==> config.mk <==
export PLATFORM = sky130hd
export DESIGN_NAME = i2c_target
export DESIGN_NICKNAME = d
export VERILOG_FILES = /design/src/rtl/i2c_pkg.sv /design/src/rtl/i2c_sync.sv /design/src/rtl/i2c_target.sv
export SDC_FILE = /design/constraint.sdc
export NUM_CORES = 1
export LEC_CHECK = 0
export ABC_AREA = 1
export CAP_MARGIN = 20
export CORE_AREA = 2 2 84 86
export CTS_CLUSTER_DIAMETER = 150
export DETAILED_ROUTE_END_ITERATION = 7
export DIE_AREA = 0 0 86 88
export MAX_ROUTING_LAYER = met4
export PLACE_DENSITY = 0.61
export SYNTH_ARGS = -nofsm -noshare
export SYNTH_HDL_FRONTEND = slang
export SYNTH_SLANG_ARGS = --single-unit
==> constraint.sdc <==
create_clock -name clk -period 1.6 [get_ports clk]
set_input_delay 0.32 -clock clk [delete_from_list [all_inputs] [get_ports clk]]
set_output_delay 0.32 -clock clk [all_outputs]
set_load 0.01 [all_outputs]
==> src/rtl/i2c_pkg.sv <==
// Shared types and bus constants for the I2C target.
// Optional clock stretching is selected in i2c_target with I2C_TARGET_STRETCH_EN.
package i2c_pkg;

    typedef enum logic [2:0] {
        ST_IDLE,
        ST_ADDR,
        ST_ADDR_ACK,
        ST_RX,
        ST_RX_ACK,
        ST_TX,
        ST_TX_ACK,
        ST_WAIT_STOP
    } i2c_tgt_state_t;

    localparam logic I2C_ACK  = 1'b0;
    localparam logic I2C_NACK = 1'b1;

endpackage

==> src/rtl/i2c_sync.sv <==
// Synchronises SCL/SDA into clk and flags SCL edges and START/STOP conditions.
// Detection is held off after reset until the reset-high flops have flushed.
module i2c_sync #(
    parameter int SYNC_STAGES = 2
) (
    input  logic clk,
    input  logic rst,
    input  logic scl_i,
    input  logic sda_i,
    output logic scl_rise,
    output logic scl_fall,
    output logic start_det,
    output logic stop_det,
    output logic sda_s
);

    logic [SYNC_STAGES-1:0] scl_sync;
    logic [SYNC_STAGES-1:0] sda_sync;
    logic                   scl_d;
    logic                   sda_d;
    logic [SYNC_STAGES:0]   settle;
    logic                   scl_s;
    logic                   live;

    always_ff @(posedge clk) begin
        if (rst) begin
            scl_sync <= '1;
            sda_sync <= '1;
            scl_d    <= 1'b1;
            sda_d    <= 1'b1;
            settle   <= '0;
        end else begin
            scl_sync <= {scl_sync[SYNC_STAGES-2:0], scl_i};
            sda_sync <= {sda_sync[SYNC_STAGES-2:0], sda_i};
            scl_d    <= scl_s;
            sda_d    <= sda_s;
            settle   <= {settle[SYNC_STAGES-1:0], 1'b1};
        end
    end

    assign scl_s = scl_sync[SYNC_STAGES-1];
    assign sda_s = sda_sync[SYNC_STAGES-1];

    // A bus that sits low at reset release would otherwise look like a fresh edge.
    assign live = settle[SYNC_STAGES];

    assign scl_rise  = live &  scl_s & ~scl_d;
    assign scl_fall  = live & ~scl_s &  scl_d;
    assign start_det = live &  scl_s &  scl_d &  sda_d & ~sda_s;
    assign stop_det  = live &  scl_s &  scl_d & ~sda_d &  sda_s;

endmodule

==> src/rtl/i2c_target.sv <==
// I2C target: 7-bit addressed byte writes to rx_data and byte reads from tx_data.
// Define I2C_TARGET_STRETCH_EN to hold SCL low while tx_data is not yet valid.
module i2c_target
    import i2c_pkg::*;
#(
    parameter logic [6:0] ADDR        = 7'h42,
    parameter int         SYNC_STAGES = 2
) (
    input  logic       clk,
    input  logic       rst,
    input  logic       scl_i,
    input  logic       sda_i,
    output logic       scl_oe,
    output logic       sda_oe,
    output logic [7:0] rx_data,
    output logic       rx_valid,
    input  logic [7:0] tx_data,
    input  logic       tx_valid,
    output logic       tx_ready,
    output logic       busy,
    output logic       addressed
);

    logic scl_rise;
    logic scl_fall;
    logic start_det;
    logic stop_det;
    logic sda_s;

    i2c_sync #(.SYNC_STAGES(SYNC_STAGES)) u_sync (
        .clk       (clk),
        .rst       (rst),
        .scl_i     (scl_i),
        .sda_i     (sda_i),
        .scl_rise  (scl_rise),
        .scl_fall  (scl_fall),
        .start_det (start_det),
        .stop_det  (stop_det),
        .sda_s     (sda_s)
    );

    i2c_tgt_state_t state;
    logic [3:0]     bit_cnt;
    logic [6:0]     shreg;
    logic [6:0]     tx_shift;
    logic           rw;
    logic           ack_on;
    logic           mack;
    logic [7:0]     rx_byte;
    logic           tx_begin;

    assign rx_byte = {shreg, sda_s};

    // The SCL fall that opens a read byte: end of the address ACK, or after a master ACK.
    assign tx_begin = scl_fall &
                      (((state == ST_ADDR_ACK) & ack_on & rw) |
                       ((state == ST_TX_ACK) & mack));

`ifdef I2C_TARGET_STRETCH_EN
    logic stretch;
    logic scl_rel;
`else
    assign scl_oe = 1'b0;
`endif

    always_ff @(posedge clk) begin
        rx_valid <= 1'b0;
        tx_ready <= 1'b0;
        if (rst) begin
            state     <= ST_IDLE;
            bit_cnt   <= 4'd0;
            rw        <= 1'b0;
            ack_on    <= 1'b0;
            mack      <= 1'b0;
            sda_oe    <= 1'b0;
            rx_data   <= 8'h00;
            busy      <= 1'b0;
            addressed <= 1'b0;
`ifdef I2C_TARGET_STRETCH_EN
            scl_oe    <= 1'b0;
            stretch   <= 1'b0;
            scl_rel   <= 1'b0;
`endif
        end else if (start_det) begin
            state     <= ST_ADDR;
            bit_cnt   <= 4'd0;
            ack_on    <= 1'b0;
            mack      <= 1'b0;
            sda_oe    <= 1'b0;
            busy      <= 1'b1;
            addressed <= 1'b0;
`ifdef I2C_TARGET_STRETCH_EN
            scl_oe    <= 1'b0;
            stretch   <= 1'b0;
            scl_rel   <= 1'b0;
`endif
        end else if (stop_det) begin
            state     <= ST_IDLE;
            bit_cnt   <= 4'd0;
            ack_on    <= 1'b0;
            mack      <= 1'b0;
            sda_oe    <= 1'b0;
            busy      <= 1'b0;
            addressed <= 1'b0;
`ifdef I2C_TARGET_STRETCH_EN
            scl_oe    <= 1'b0;
            stretch   <= 1'b0;
            scl_rel   <= 1'b0;
`endif
        end else begin
            case (state)
                ST_ADDR: begin
                    if (scl_rise) begin
                        shreg <= rx_byte[6:0];
                        if (bit_cnt == 4'd7) begin
                            bit_cnt <= 4'd0;
                            rw      <= rx_byte[0];
                            if (rx_byte[7:1] == ADDR) begin
                                state     <= ST_ADDR_ACK;
                                addressed <= 1'b1;
                                ack_on    <= 1'b0;
                            end else begin
                                state <= ST_WAIT_STOP;
                            end
                        end else begin
                            bit_cnt <= bit_cnt + 4'd1;
                        end
                    end
                end
                ST_ADDR_ACK, ST_RX_ACK: begin
                    // First fall starts the ACK slot, second fall ends it.
                    if (scl_fall) begin
                        if (!ack_on) begin
                            sda_oe <= ~I2C_ACK;
                            ack_on <= 1'b1;
                        end else begin
                            sda_oe <= 1'b0;
                            ack_on <= 1'b0;
                            state  <= (state == ST_ADDR_ACK && rw) ? ST_TX : ST_RX;
                        end
                    end
                end
                ST_RX: begin
                    if (scl_rise) begin
                        shreg <= rx_byte[6:0];
                        if (bit_cnt == 4'd7) begin
                            bit_cnt  <= 4'd0;
                            rx_data  <= rx_byte;
                            rx_valid <= 1'b1;
                            ack_on   <= 1'b0;
                            state    <= ST_RX_ACK;
                        end else begin
                            bit_cnt <= bit_cnt + 4'd1;
                        end
                    end
                end
                ST_TX: begin
                    if (scl_rise && bit_cnt != 4'd8) begin
                        bit_cnt <= bit_cnt + 4'd1;
                    end else if (scl_fall && bit_cnt == 4'd8) begin
                        sda_oe  <= 1'b0;
                        bit_cnt <= 4'd0;
                        mack    <= 1'b0;
                        state   <= ST_TX_ACK;
                    end else if (scl_fall && bit_cnt != 4'd0) begin
                        sda_oe   <= ~tx_shift[6];
                        tx_shift <= {tx_shift[5:0], 1'b1};
                    end
                end
                ST_TX_ACK: begin
                    if (scl_rise) begin
                        if (sda_s == I2C_NACK) begin
                            state <= ST_WAIT_STOP;
                        end else begin
                            mack <= 1'b1;
                        end
                    end
                end
                default: ;
            endcase

            if (tx_begin) begin
                state   <= ST_TX;
                bit_cnt <= 4'd0;
                mack    <= 1'b0;
                if (tx_valid) begin
                    tx_shift <= tx_data[6:0];
                    tx_ready <= 1'b1;
                    sda_oe   <= ~tx_data[7];
                end else begin
`ifdef I2C_TARGET_STRETCH_EN
                    stretch <= 1'b1;
                    scl_oe  <= 1'b1;
                    sda_oe  <= 1'b0;
`else
                    tx_shift <= 7'h7F;
                    sda_oe   <= 1'b0;
`endif
                end
            end

`ifdef I2C_TARGET_STRETCH_EN
            // SCL is let go one clk after the first bit is on SDA, so setup is met.
            if (stretch && tx_valid) begin
                tx_shift <= tx_data[6:0];
                tx_ready <= 1'b1;
                sda_oe   <= ~tx_data[7];
                stretch  <= 1'b0;
                scl_rel  <= 1'b1;
            end
            if (scl_rel) begin
                scl_oe  <= 1'b0;
                scl_rel <= 1'b0;
            end
`endif
        end
    end

endmodule

## Yosys cells after proc, flatten, opt, wreduce, memory -nomap -nowiden

Cells that the tools add are included.

- Eq/ne operators: 47
- Reduce and logical (&&, ||, !) cells: 33
- Bitwise operators: 26
- Mux-type cells: 51
- Add/subtract/negate cells: 1

Operator list:

| cell | number |
|---|---|
| $ne A5 B5 Y1 const B | 9 |
| $mux W7 | 6 |
| $mux W3 | 13 |
| $reduce_and A11 Y1 | 3 |
| $ne A3 B3 Y1 const B | 10 |
| $ne A2 B2 Y1 const B | 13 |
| $mux W1 | 23 |
| $reduce_and A5 Y1 | 4 |
| $mux W4 | 4 |
| $pmux W3 S5 | 1 |
| $reduce_and A7 Y1 | 2 |
| $and A1 B1 Y1 | 13 |
| $not A1 Y1 | 12 |
| $reduce_bool A2 Y1 | 5 |
| $eq A3 B3 Y1 const B | 3 |
| $ne A4 B4 Y1 const B | 2 |
| $pmux W4 S2 | 1 |
| $reduce_and A4 Y1 | 2 |
| $reduce_bool A8 Y1 | 1 |
| $reduce_or A4 Y1 | 2 |
| $eq A7 B7 Y1 const B | 1 |
| $eq A3 B2 Y1 const B | 2 |
| $reduce_bool A3 Y1 | 2 |
| $reduce_bool A6 Y1 | 1 |
| other kinds (17) | 23 |

- Bits in registers: 46
- Output and inout bits: 14
- Word-level logic and storage cells: 179
- Input port bits: 13

## Longest topological paths before layout

- Depth after elaboration: 10
- Gate-level depth with buffers: 12
- Depth with buffers taken out: 12

## Modules after synthesis

Synthesis repeated with hierarchy kept, for this count alone.

- Cell total of the unflattened synthesis: 262
- Area total of the unflattened synthesis: 2129.5 sq um

By module, submodules not included:

| module | times used | seq. area each (sq um) | cells an instance | area each (sq um) |
|---|---|---|---|---|
| i2c_target | 1 | 880.8 | 231 | 1853.0 |
| i2c_sync | 1 | 180.2 | 31 | 276.5 |

## Least setup slack after synthesis

Ideal clock, no wire load.

- Path kind: reg2reg
- Start: register state[2]
- End: register tx_shift[0] (enable)
- Clock period less this slack: 1818 ps
- Cell stages (with the launch flop): 6
- Path slack: -218 ps
- Data required time: 1227 ps
- Data arrival time: 1445 ps
- Library setup time: 373 ps
- Buffers on the path: 1
- Cells stage by stage: dfxtp_1 > buf_2 > nand4_1 > a21oi_4 > inv_1 > a21oi_1

- Cells in the longest elaborated chain, start to end: 7
- Elaborated cells between the ends (all ways): 13
- Those cells by class: 5 x eq/ne; 5 x bitwise; 3 x reduce/logical

Ends and longest elaborated chain:

| what | line | source |
|---|---|---|
| start: declaration | i2c_target.sv:42 | `i2c_tgt_state_t state;` |
| start signal: assignment | i2c_target.sv:139 | `state <= (state == ST_ADDR_ACK && rw) ? ST_TX : ST_RX;` |
| $eq A3 B2 Y1 | i2c_target.sv:56 | `(((state == ST_ADDR_ACK) & ack_on & rw) \|` |
| $and A1 B1 Y1 (2 in a row) | i2c_target.sv:56 |  |
| $or A1 B1 Y1 | i2c_target.sv:56 |  |
| $and A1 B1 Y1 | i2c_target.sv:55 | `assign tx_begin = scl_fall &` |
| $ne A2 B2 Y1 (no source line) / $reduce_bool A2 Y1 (equally long branches) | -- |  |
| $reduce_and A7 Y1 (no source line) * | -- |  |
| end signal: assignment | i2c_target.sv:167 | `tx_shift <= {tx_shift[5:0], 1'b1};` |
| end signal: assignment | i2c_target.sv:187 | `tx_shift <= tx_data[6:0];` |
| end: declaration | i2c_target.sv:45 | `logic [6:0] tx_shift;` |

Every way passes the cells marked *; elsewhere a longest branch is shown, timed or not.
A chain may end at the register's enable or synchronous reset.

## Worst setup path after layout

- Start: register state[2]
- End: register tx_shift[1] (enable)

The elaborated chain is that of the path after synthesis.

==> metrics <==
status finished clean; FF-to-FF path depth 6; M1 GR Usage 17.4%; vias in the first global route 1,733; grt peak-use layer met2; initial core utilization 31.3%; hold_ws 0.401 ns; Slew Limit Fails 0; width of the die 86 um; # clock sinks 46; Syn Area/Cell between 8 and 9 sq um; hold path depth 2; Max Cap Viol 0; Area growth syn-to-layout 46.8%; Routed WL per cell approximately 12 um; Global Route met3 Usage approximately 2.5%; final hold vios 0; Longest Clk Path Bufs 2; layout cells sized above 1 between 30% and 40%; Total Power about 0.0033 W; synth warn 0; clk_lat worst skew 0.30 ns; fin crit share around 100%; global-route usage over all layers 13.3%; initial antenna violation count 0; Die Area about 7600 sq um; largest net degree at the start of global routing 18; fin nets 341; Core Util, Final between 40% and 50%; Min-Delay Startpoint u_sync.settle[1]; LEAKAGE 1.27 nW; Clock Skew 0.00696 ns; CTS tree yes; critical path capture point type flip-flop; first-pass GRT wire length 7770 um; GRT Residual Overflow 0; FF-to-FF End tx_shift[1]; DR DRC count 0; vias per std cell around 4.7; f_max between 0.6 and 0.7 GHz; syn_nets 268; Yosys reg bits 46; Post-DP Area 2700 sq um; Setup CP Type flip-flop to flip-flop; Min-Delay Path Class flip-flop to flip-flop; drt initial violations 64; CP Max Fanout 7; Power per Cell Area ~1100 nW/um^2; CTS buffer count 5; Reg-to-Reg Start state[2]; met2 Use GR slightly above 20%; Final Setup Violations 0; row count 30; post-DP HPWL 3520 um; Detail Route Antenna Nets 0; core area 6640 sq um; Root Buffer clkbuf_8; crit start category flip-flop; Seq/Total Area, Yosys 51.0%; Mapped Cells 253; Worst Path Required 1.58 ns; Buffers on Ports 25; Finished Cell Area just over 3000 sq um; vias 1,906; Hold Path End u_sync.settle[2]; Worst R2R Setup Slack roughly 0.0015 ns; CTS clock-pin slew for the worst setup and hold paths ~0.09 ns; I/O pin cnt 27; drt pass-1 iters 4; GP Congestion between 0.8 and 0.9; Tmin final 1.60 ns; total wire length 4910 um; worst vdd ir 576 uV; critical path arrival 1.58 ns; RSZ-0062 raised after global routing true; Die Span Y 88 um; H-tree lvl count 2; Post-Syn Area 2080 sq um; Unique masters post-synth 33; antenna cells 0
==> Yosys cell counts (all sizes together) <==
library cell	instances	area share (%)
ha	2	1.2
or2	5	1.5
o21bai	2	0.90
xor2	1	0.42
conb	1	0.18
buf	4	1.2
nand4	4	1.2
a21o	1	0.42
clkbuf	1	0.18
o22a	6	2.9
o22ai	1	0.30
inv	28	5.0
a21oi	23	6.3
nand3b	1	0.36
nand3	20	5.3
nor2	27	5.6
dfxtp	32	31
o21a	1	0.36
nor3	3	0.72
nand2	60	11
o21ai	15	3.8
clkinv	1	0.18
edfxtp	14	20
==> timing repair <==
item                       CTS  global route
pin swaps                    8            20
hold buffers                 0             0
setup endpoints to repair   27            34
setup buffers                0             7
resized for setup           26            49
cloned                       0             1
==> worst max-delay path, stage by stage, from the launching register on <==
cell and delay (ns):
dfxtp_4 0.38, buf_6 0.12, nor2_4 0.10, nand3_2 0.10
a21oi_4 0.23, inv_2 0.08, a21oi_4 0.27
==> sequential cells by signal, indices dropped and copies added (netlist names), 2 cells and up <==
register / cells
u_sync.scl_sync: 2
u_sync.settle: 3
shreg: 7
state: 3
rx_data: 8
tx_shift: 7
u_sync.sda_sync: 2
bit_cnt: 4
==> layout by cell type (no fill, tap or decap), types with 4 or more instances in the layout <==
cell type,netlist,routed
o21ai_0,13,8
buf_6,0,6
or2_2,5,4
o21ai_2,1,5
nand3_2,2,4
nand2_2,2,11
buf_4,2,39
a21oi_1,21,19
nand4_1,4,4
inv_2,2,9
a21oi_4,1,4
o22a_2,6,6
edfxtp_1,14,14
nor2_1,25,21
dfxtp_2,0,6
nand2_4,0,4
dfxtp_1,32,24
nand3_1,18,15
nor2_4,2,4
nand2_1,58,45
clkdlybuf4s50_1,0,25
inv_1,26,17
clkbuf_8,0,5
==> area by class of cell <==
| cell class | count | area [sq um] |
|---|---|---|
| fillers | 629 | 3590 |
| flip-flops and latches | 46 | 1080 |
| multi-input cells | 173 | 1060 |
| repair buffers | 70 | 611 |
| inverters | 29 | 116 |
| well taps | 80 | 100 |
| clock buffers | 6 | 72.6 |
| clock inverters | 2 | 13.8 |
| repair inverters | 1 | 7.51 |
==> where the power goes <==
group | switching, W | internal [W]
Clock | 0.000401 | 0.000309
Combinational | 0.000665 | 0.000550
Sequential | 0.0000724 | 0.00128
==> through the flow <==
step,setup slack [ns],TNS (ns),std cells
CTS,0.00560,0,399
floorplan,0.00227,0,253
finish,0.00147,0,407
global placement,-0.0813,-1.71,391
detailed placement,-0.111,-2.51,391
global route,-0.0868,-1.02,407
==> worst max-delay path by stage <==
stage,start,to,slack [ns],depth (start not counted)
6_report,state[2],tx_shift[1],0.001,6
5_1_grt,bit_cnt[0],tx_shift[2],-0.09,8
4_1_cts,state[2],state[0],0.006,9
3_5_place_dp,bit_cnt[0],rx_data[0],-0.11,10
3_3_place_gp,rst,shreg[6],-0.08,5
2_1_floorplan,bit_cnt[0],tx_shift[0],0.002,7
==> per-layer routing <==
layer  share of wire, %  vias to the layer above
met5                  0                        -
met2                 48                       33
met3                3.2                        4
met4                1.2                        0
met1                 48                      881
li1                   -                      988
==> logic make-up after synthesis <==
kind of cell | share of synthesized area [%]
and+or+nand+nor | 25.7
AOI/OAI and AO/OA | 14.9
DFF | 51.0
buffers and inverters | 6.61
adders and majority gates | 1.20
xor gates and xnor gates | 0.421
other | 0.180
(Power assumes the default switching activity.)
